==> src/rtl/alu4_pkg.sv <==
// Shared types and constants for the 4-bit ALU subsystem.
// Latency: n/a (declarations only).
// Backpressure: n/a. Optional flag outputs are controlled by ALU_FLAGS_EN.
package alu4_pkg;

    localparam int ALU_W = 4;

    typedef enum logic [1:0] {
        OP_ADD = 2'b00,
        OP_SUB = 2'b01,
        OP_AND = 2'b10,
        OP_OR  = 2'b11
    } alu_op_e;

endpackage

==> src/rtl/alu4_if.sv <==
// Operand/result bundle between the ALU and its producer/consumer.
// Latency: n/a (wiring only); the result side is driven from registers.
// Backpressure: none, valid-only strobes. ALU_FLAGS_EN adds carry_out/zero.
interface alu4_if #(
    parameter int WIDTH = alu4_pkg::ALU_W
);

    logic             in_valid;
    logic [WIDTH-1:0] A;
    logic [WIDTH-1:0] B;
    logic [1:0]       ALU_CONT;
    logic [WIDTH-1:0] ALU_OUT;
    logic             out_valid;
`ifdef ALU_FLAGS_EN
    logic             carry_out;
    logic             zero;
`endif

    // Producer side: drives operands, observes results.
    modport master (
        output in_valid,
        output A,
        output B,
        output ALU_CONT,
        input  ALU_OUT,
        input  out_valid
`ifdef ALU_FLAGS_EN
        ,
        input  carry_out,
        input  zero
`endif
    );

    // ALU side: consumes operands, drives results.
    modport slave (
        input  in_valid,
        input  A,
        input  B,
        input  ALU_CONT,
        output ALU_OUT,
        output out_valid
`ifdef ALU_FLAGS_EN
        ,
        output carry_out,
        output zero
`endif
    );

endinterface

==> src/rtl/alu4_adder_4bit.sv <==
// Combinational WIDTH-bit adder with carry-in/carry-out, shared by ADD and SUB.
// Latency: 0 cycles (pure combinational).
// Backpressure: none.
module adder_4bit #(
    parameter int WIDTH = 4
) (
    input  logic [WIDTH-1:0] a,
    input  logic [WIDTH-1:0] b,
    input  logic             cin,
    output logic [WIDTH-1:0] sum,
    output logic             cout
);

    // One extra bit on the left catches the carry out of the MSB.
    assign {cout, sum} = {1'b0, a} + {1'b0, b} + {{WIDTH{1'b0}}, cin};

endmodule

==> src/rtl/alu4_core.sv <==
// Registered ADD/SUB/AND/OR unit; ALU_FLAGS_EN adds registered carry_out and zero.
// Latency: 1 cycle from in_valid to out_valid, one op per cycle.
// Backpressure: none; with in_valid low the outputs hold and out_valid drops.
module alu4_core
    import alu4_pkg::*;
#(
    parameter int WIDTH = ALU_W
) (
    input  logic  clk,
    input  logic  rst_n,
    alu4_if.slave bus
);

    alu_op_e          op;
    logic             sel_add;
    logic             sel_sub;
    logic             sel_and;
    logic             sel_or;
    logic [WIDTH-1:0] add_b;
    logic             add_cin;
    logic [WIDTH-1:0] add_sum;
    logic             add_cout;
    logic [WIDTH-1:0] result;

    logic [WIDTH-1:0] alu_out_d;
    logic [WIDTH-1:0] alu_out_q;
    logic             out_valid_d;
    logic             out_valid_q;

    // Decode the op select into one-hot unit selects; every code is legal.
    always_comb begin
        op      = alu_op_e'(bus.ALU_CONT);
        sel_add = 1'b0;
        sel_sub = 1'b0;
        sel_and = 1'b0;
        sel_or  = 1'b0;
        case (op)
            OP_ADD: sel_add = 1'b1;
            OP_SUB: sel_sub = 1'b1;
            OP_AND: sel_and = 1'b1;
            OP_OR:  sel_or  = 1'b1;
        endcase
    end

    // SUB reuses the adder as A + ~B + 1.
    assign add_b   = sel_sub ? ~bus.B : bus.B;
    assign add_cin = sel_sub;

    adder_4bit #(
        .WIDTH (WIDTH)
    ) u_adder (
        .a    (bus.A),
        .b    (add_b),
        .cin  (add_cin),
        .sum  (add_sum),
        .cout (add_cout)
    );

    // AND-OR mux: only the selected unit's value can reach the result.
    assign result = ({WIDTH{sel_add | sel_sub}} & add_sum)
                  | ({WIDTH{sel_and}}           & (bus.A & bus.B))
                  | ({WIDTH{sel_or}}            & (bus.A | bus.B));

    // Next-state: capture a new result on in_valid, otherwise hold it.
    always_comb begin
        alu_out_d   = alu_out_q;
        out_valid_d = bus.in_valid;
        if (bus.in_valid) begin
            alu_out_d = result;
        end
    end

    // Result and strobe registers, cleared by reset.
    always_ff @(posedge clk or negedge rst_n) begin
        if (!rst_n) begin
            alu_out_q   <= '0;
            out_valid_q <= 1'b0;
        end else begin
            alu_out_q   <= alu_out_d;
            out_valid_q <= out_valid_d;
        end
    end

    assign bus.ALU_OUT   = alu_out_q;
    assign bus.out_valid = out_valid_q;

`ifdef ALU_FLAGS_EN
    logic carry_out_d;
    logic carry_out_q;
    logic zero_d;
    logic zero_q;

    // Flags follow the result register: carry only from the adder ops.
    always_comb begin
        carry_out_d = carry_out_q;
        zero_d      = zero_q;
        if (bus.in_valid) begin
            carry_out_d = (sel_add | sel_sub) & add_cout;
            zero_d      = (result == '0);
        end
    end

    // Flag registers share the result's timing and reset.
    always_ff @(posedge clk or negedge rst_n) begin
        if (!rst_n) begin
            carry_out_q <= 1'b0;
            zero_q      <= 1'b0;
        end else begin
            carry_out_q <= carry_out_d;
            zero_q      <= zero_d;
        end
    end

    assign bus.carry_out = carry_out_q;
    assign bus.zero      = zero_q;
`else
    // Adder carry has no consumer without the flag outputs.
    logic unused_add_cout;
    assign unused_add_cout = add_cout;
`endif

endmodule

==> src/flat_wrapper.sv <==
// flat-port wrapper written by rule: the top's interface ports become plain ports
module alu4_core_flat import alu4_pkg::*;
#(
    parameter int WIDTH = ALU_W
)
  (clk, rst_n, bus_in_valid, bus_A, bus_B, bus_ALU_CONT, bus_ALU_OUT, bus_out_valid);
  alu4_if #(.WIDTH(WIDTH)) bus_i ();
  input  logic clk;
  input  logic rst_n;
  input wire logic [$bits(bus_i.in_valid)-1:0] bus_in_valid;
  input wire logic [$bits(bus_i.A)-1:0] bus_A;
  input wire logic [$bits(bus_i.B)-1:0] bus_B;
  input wire logic [$bits(bus_i.ALU_CONT)-1:0] bus_ALU_CONT;
  output wire logic [$bits(bus_i.ALU_OUT)-1:0] bus_ALU_OUT;
  output wire logic [$bits(bus_i.out_valid)-1:0] bus_out_valid;
  assign bus_i.in_valid = bus_in_valid;
  assign bus_i.A = bus_A;
  assign bus_i.B = bus_B;
  assign bus_i.ALU_CONT = bus_ALU_CONT;
  assign bus_ALU_OUT = bus_i.ALU_OUT;
  assign bus_out_valid = bus_i.out_valid;
  alu4_core #(.WIDTH(WIDTH)) u_core (.clk(clk), .rst_n(rst_n), .bus(bus_i));
endmodule
==> config.mk <==
export PLATFORM = sky130hd
export DESIGN_NAME = alu4_core_flat
export DESIGN_NICKNAME = d
export VERILOG_FILES = /design/src/rtl/alu4_pkg.sv /design/src/rtl/alu4_if.sv /design/src/rtl/alu4_adder_4bit.sv /design/src/rtl/alu4_core.sv /design/src/flat_wrapper.sv
export SDC_FILE = /design/constraint.sdc
export NUM_CORES = 1
export LEC_CHECK = 0
export BUFFER_PORTS_ARGS = -buffer_cell sky130_fd_sc_hd__buf_2
export CAP_MARGIN = 5
export CORE_AREA = 2 2 39 41
export DETAILED_ROUTE_END_ITERATION = 16
export DIE_AREA = 0 0 41 43
export PLACE_DENSITY_LB_ADDON = 0.08
export RECOVER_POWER = 25
export SLEW_MARGIN = 20
export SYNTH_ARGS = -nofsm -noshare
export SYNTH_HDL_FRONTEND = slang
export SYNTH_SLANG_ARGS = --single-unit
==> constraint.sdc <==
create_clock -name clk -period 0.8 [get_ports clk]
set_input_delay 0.08 -clock clk [delete_from_list [all_inputs] [get_ports clk]]
set_output_delay 0.08 -clock clk [all_outputs]
set_load 0.005 [all_outputs]
==> summary.txt <==
Final Hold Viols = 0
CP max FO = 3
final WL = 1080 um
die area = 1760 um^2
slowest cell on the critical path = fa_2
Worst-Margin Slew = 229 ps
Synth warnings = 0
port bufs = 17
crit path cell chain = buf_6 > nand2b_4 > xnor2_4 > buf_4 > fa_2 > xor2_1 > o211ai_1 > o21ai_1
RSZ-0062 raised after global routing = true
Placed Cells incl. Taps = 87
failing checks = setup timing
layout cells sized above 1 = 0.525
PnR worst setup slack = -453 ps
initial DRC count = 7
worst skew pair latency = 240 ps
filler cell count in the final layout = 132
Die H = 43 um
initial antenna violation count = 0
Max transition margin = 0.846
max-cap violation count = 0
GR Overflow Total = 0
most frequent cells in the layout = buf_2 (15), buf_4 (13), dfrtp_1 (5)
H-Tree Depth = 1
multi-input logic area = 337 um^2
Final min period = 1250 ps
largest net degree at the start of global routing = 11
vias per cell = 4.68
GRT Total Usage = 0.152
largest stage delay on the critical path = 360 ps
io pins = 18
Pwr Density = 1390 nW/um^2
worst IR drop on VDD = 0.513 mV
Slew Limit Fails = 0
Chip Width = 41 um
Post-Syn Area = 463 um^2
CP Capture Type = flop
Async SR Flop Fraction = 1.00
GP Congestion = 0.694
CTS Sinks = 5
largest family of logic cells by synthesized area = adder cells
number of nets still failing antenna checks after routing = 0
Max Clock Freq = 0.798 GHz
register area = 125 um^2
number of synthesized flops with an enable pin = 0
Final Util = 0.537
CP Class = primary input to flop
Main synth FF type = dfrtp_1
Root Buffer = clkbuf_4
Post-Synth XOR/XNOR Area = 0.130
Critical Path AT = 1370 ps
crit share post-route = 1.57
CP Launch Type = primary input
adder-cell area share of the yosys netlist = 0.195
Synth Area in Simple Gates = 0.114
Synth Area in Compound Gates = 0.181
Worst-path clk slew = 40 ps
Hold Path Class = primary input to flop
clock buffer depth = 2
Post-Synthesis Net Count = 65
TritonCTS clock tree = yes
Ant. Diodes = 0
Lkg Pwr = 0.000377 uW
row count = 14
skew final = 0 ps
Non-Filler Instances = 96
drt wl/cell = 11.3 um
DRC = 0
area delta synth->final = 60.5%
CP Data Required Time = 920 ps
Yosys cell types = 25
initial core utilization = 0.335
nets@finish = 99
multiplexer share of the synthesized area = 0.0432
DR vias = 449
core area = 1380 um^2
instance count of the mapped netlist = 47
DP Wirelength = 833 um
register area share after synthesis = 0.270
Pre-antenna DRT Iters = 4
final setup fails = 7
vias in the first global route = 422
status = finished with violations
global-route wire length before repair = 1760 um
CTS Buf Count = 3
Mean Syn Cell Area = 9.85 um^2
commonest non-fill, non-tap cell in the layout = buf_2
#FFs+latches synth = 5
-- metrics by stage --
step                TNS (ps)  setup WS (ps)  cell area, um^2  hold WS (ps)  power [uW]
floorplan              -1830           -689              483          -216         526
global placement       -2210           -736              637          -102         661
detailed placement     -2200           -736              637         -97.6         666
CTS                    -1190           -435              728          46.8        1030
global route           -1750           -555              743          57.0        1120
finish                 -1310           -453              743          57.1        1030
-- what timing repair did --
item | 4_1_cts | 5_1_grt
hold endpoints to repair | 5 | 0
hold buffers | 1 | 0
setup endpoints to repair | 8 | 8
gates resized for setup | 8 | 0
setup buffers | 2 | 2
pin swaps | 5 | 4
-- Yosys cell counts (all sizes together), types with 2 or more instances --
| library cell | count | area (um^2) |
|---|---|---|
| mux2i | 2 | 20.0 |
| nand2b | 2 | 20.0 |
| dfrtp | 5 | 125 |
| a21oi | 4 | 20.0 |
| buf | 2 | 12.5 |
| nor2 | 4 | 15.0 |
| xnor2 | 5 | 51.3 |
| o21ai | 2 | 10.0 |
| maj3 | 2 | 20.0 |
| ha | 4 | 50.1 |
| inv | 4 | 15.0 |
-- area by class of cell --
type / instances / area share
Clock buffer: 4 / 0.0354
Multi-Input combinational cell: 35 / 0.453
Timing Repair Buffer: 32 / 0.296
Inverter: 4 / 0.0202
Tap cell: 16 / 0.0269
Sequential cell: 5 / 0.168
-- state kept, by name (all words and copies together), names as in the netlist --
signal	cells
u_core.bus.ALU_OUT	4
u_core.bus.out_valid	1
-- worst max-delay path, delay by kind of cell --
| family | cells | cell delay (ps) |
|---|---|---|
| buffers and inverters | 2 | 240 |
| AO/OA/AOI/OAI | 2 | 240 |
| XOR/XNOR | 2 | 300 |
| AND/OR/NAND/NOR | 1 | 160 |
| adder cells (fa/ha/maj) | 1 | 360 |
-- logic make-up after synthesis --
group,after synthesis
compound gates,12
simple gates,8
buf+inv,7
fa+ha+maj,7
xor+xnor,6
flops,5
mux,2
-- metal layers --
metal / vias up / global-route usage / share of wire
met1: 207 / 0.159 / 0.41
met4: 0 / 0.0800 / 0
li1: 228 / - / -
met2: 14 / 0.263 / 0.52
met5: - / 0 / 0
met3: 0 / 0.0314 / 0.064
-- path summary, 6_finish.rpt --
kind | end | start | cells after the start | slack [ps]
worst max-delay path | u_core.bus.ALU_OUT[2] | bus_ALU_CONT[1] | 8 | -450
worst min-delay path | u_core.bus.out_valid | bus_in_valid | 1 | 60
worst max register to register | u_core.bus.ALU_OUT[1] | u_core.bus.ALU_OUT[1] | 3 | 30
worst min register to register | u_core.bus.ALU_OUT[0] | u_core.bus.ALU_OUT[0] | 2 | 520
max in group asynchronous | u_core.bus.ALU_OUT[2] | rst_n | 2 | 490
min in group asynchronous | u_core.bus.ALU_OUT[1] | rst_n | 2 | 180
-- power by group --
group,total (uW),switching (uW),leakage (uW),internal [uW]
clock network,294,105,0.0000150,189
registers,303,14.1,0.0000581,289
logic,437,182,0.000303,255
total,1030,302,0.000377,733
No activity file was read; power rests on OpenSTA's default activity.
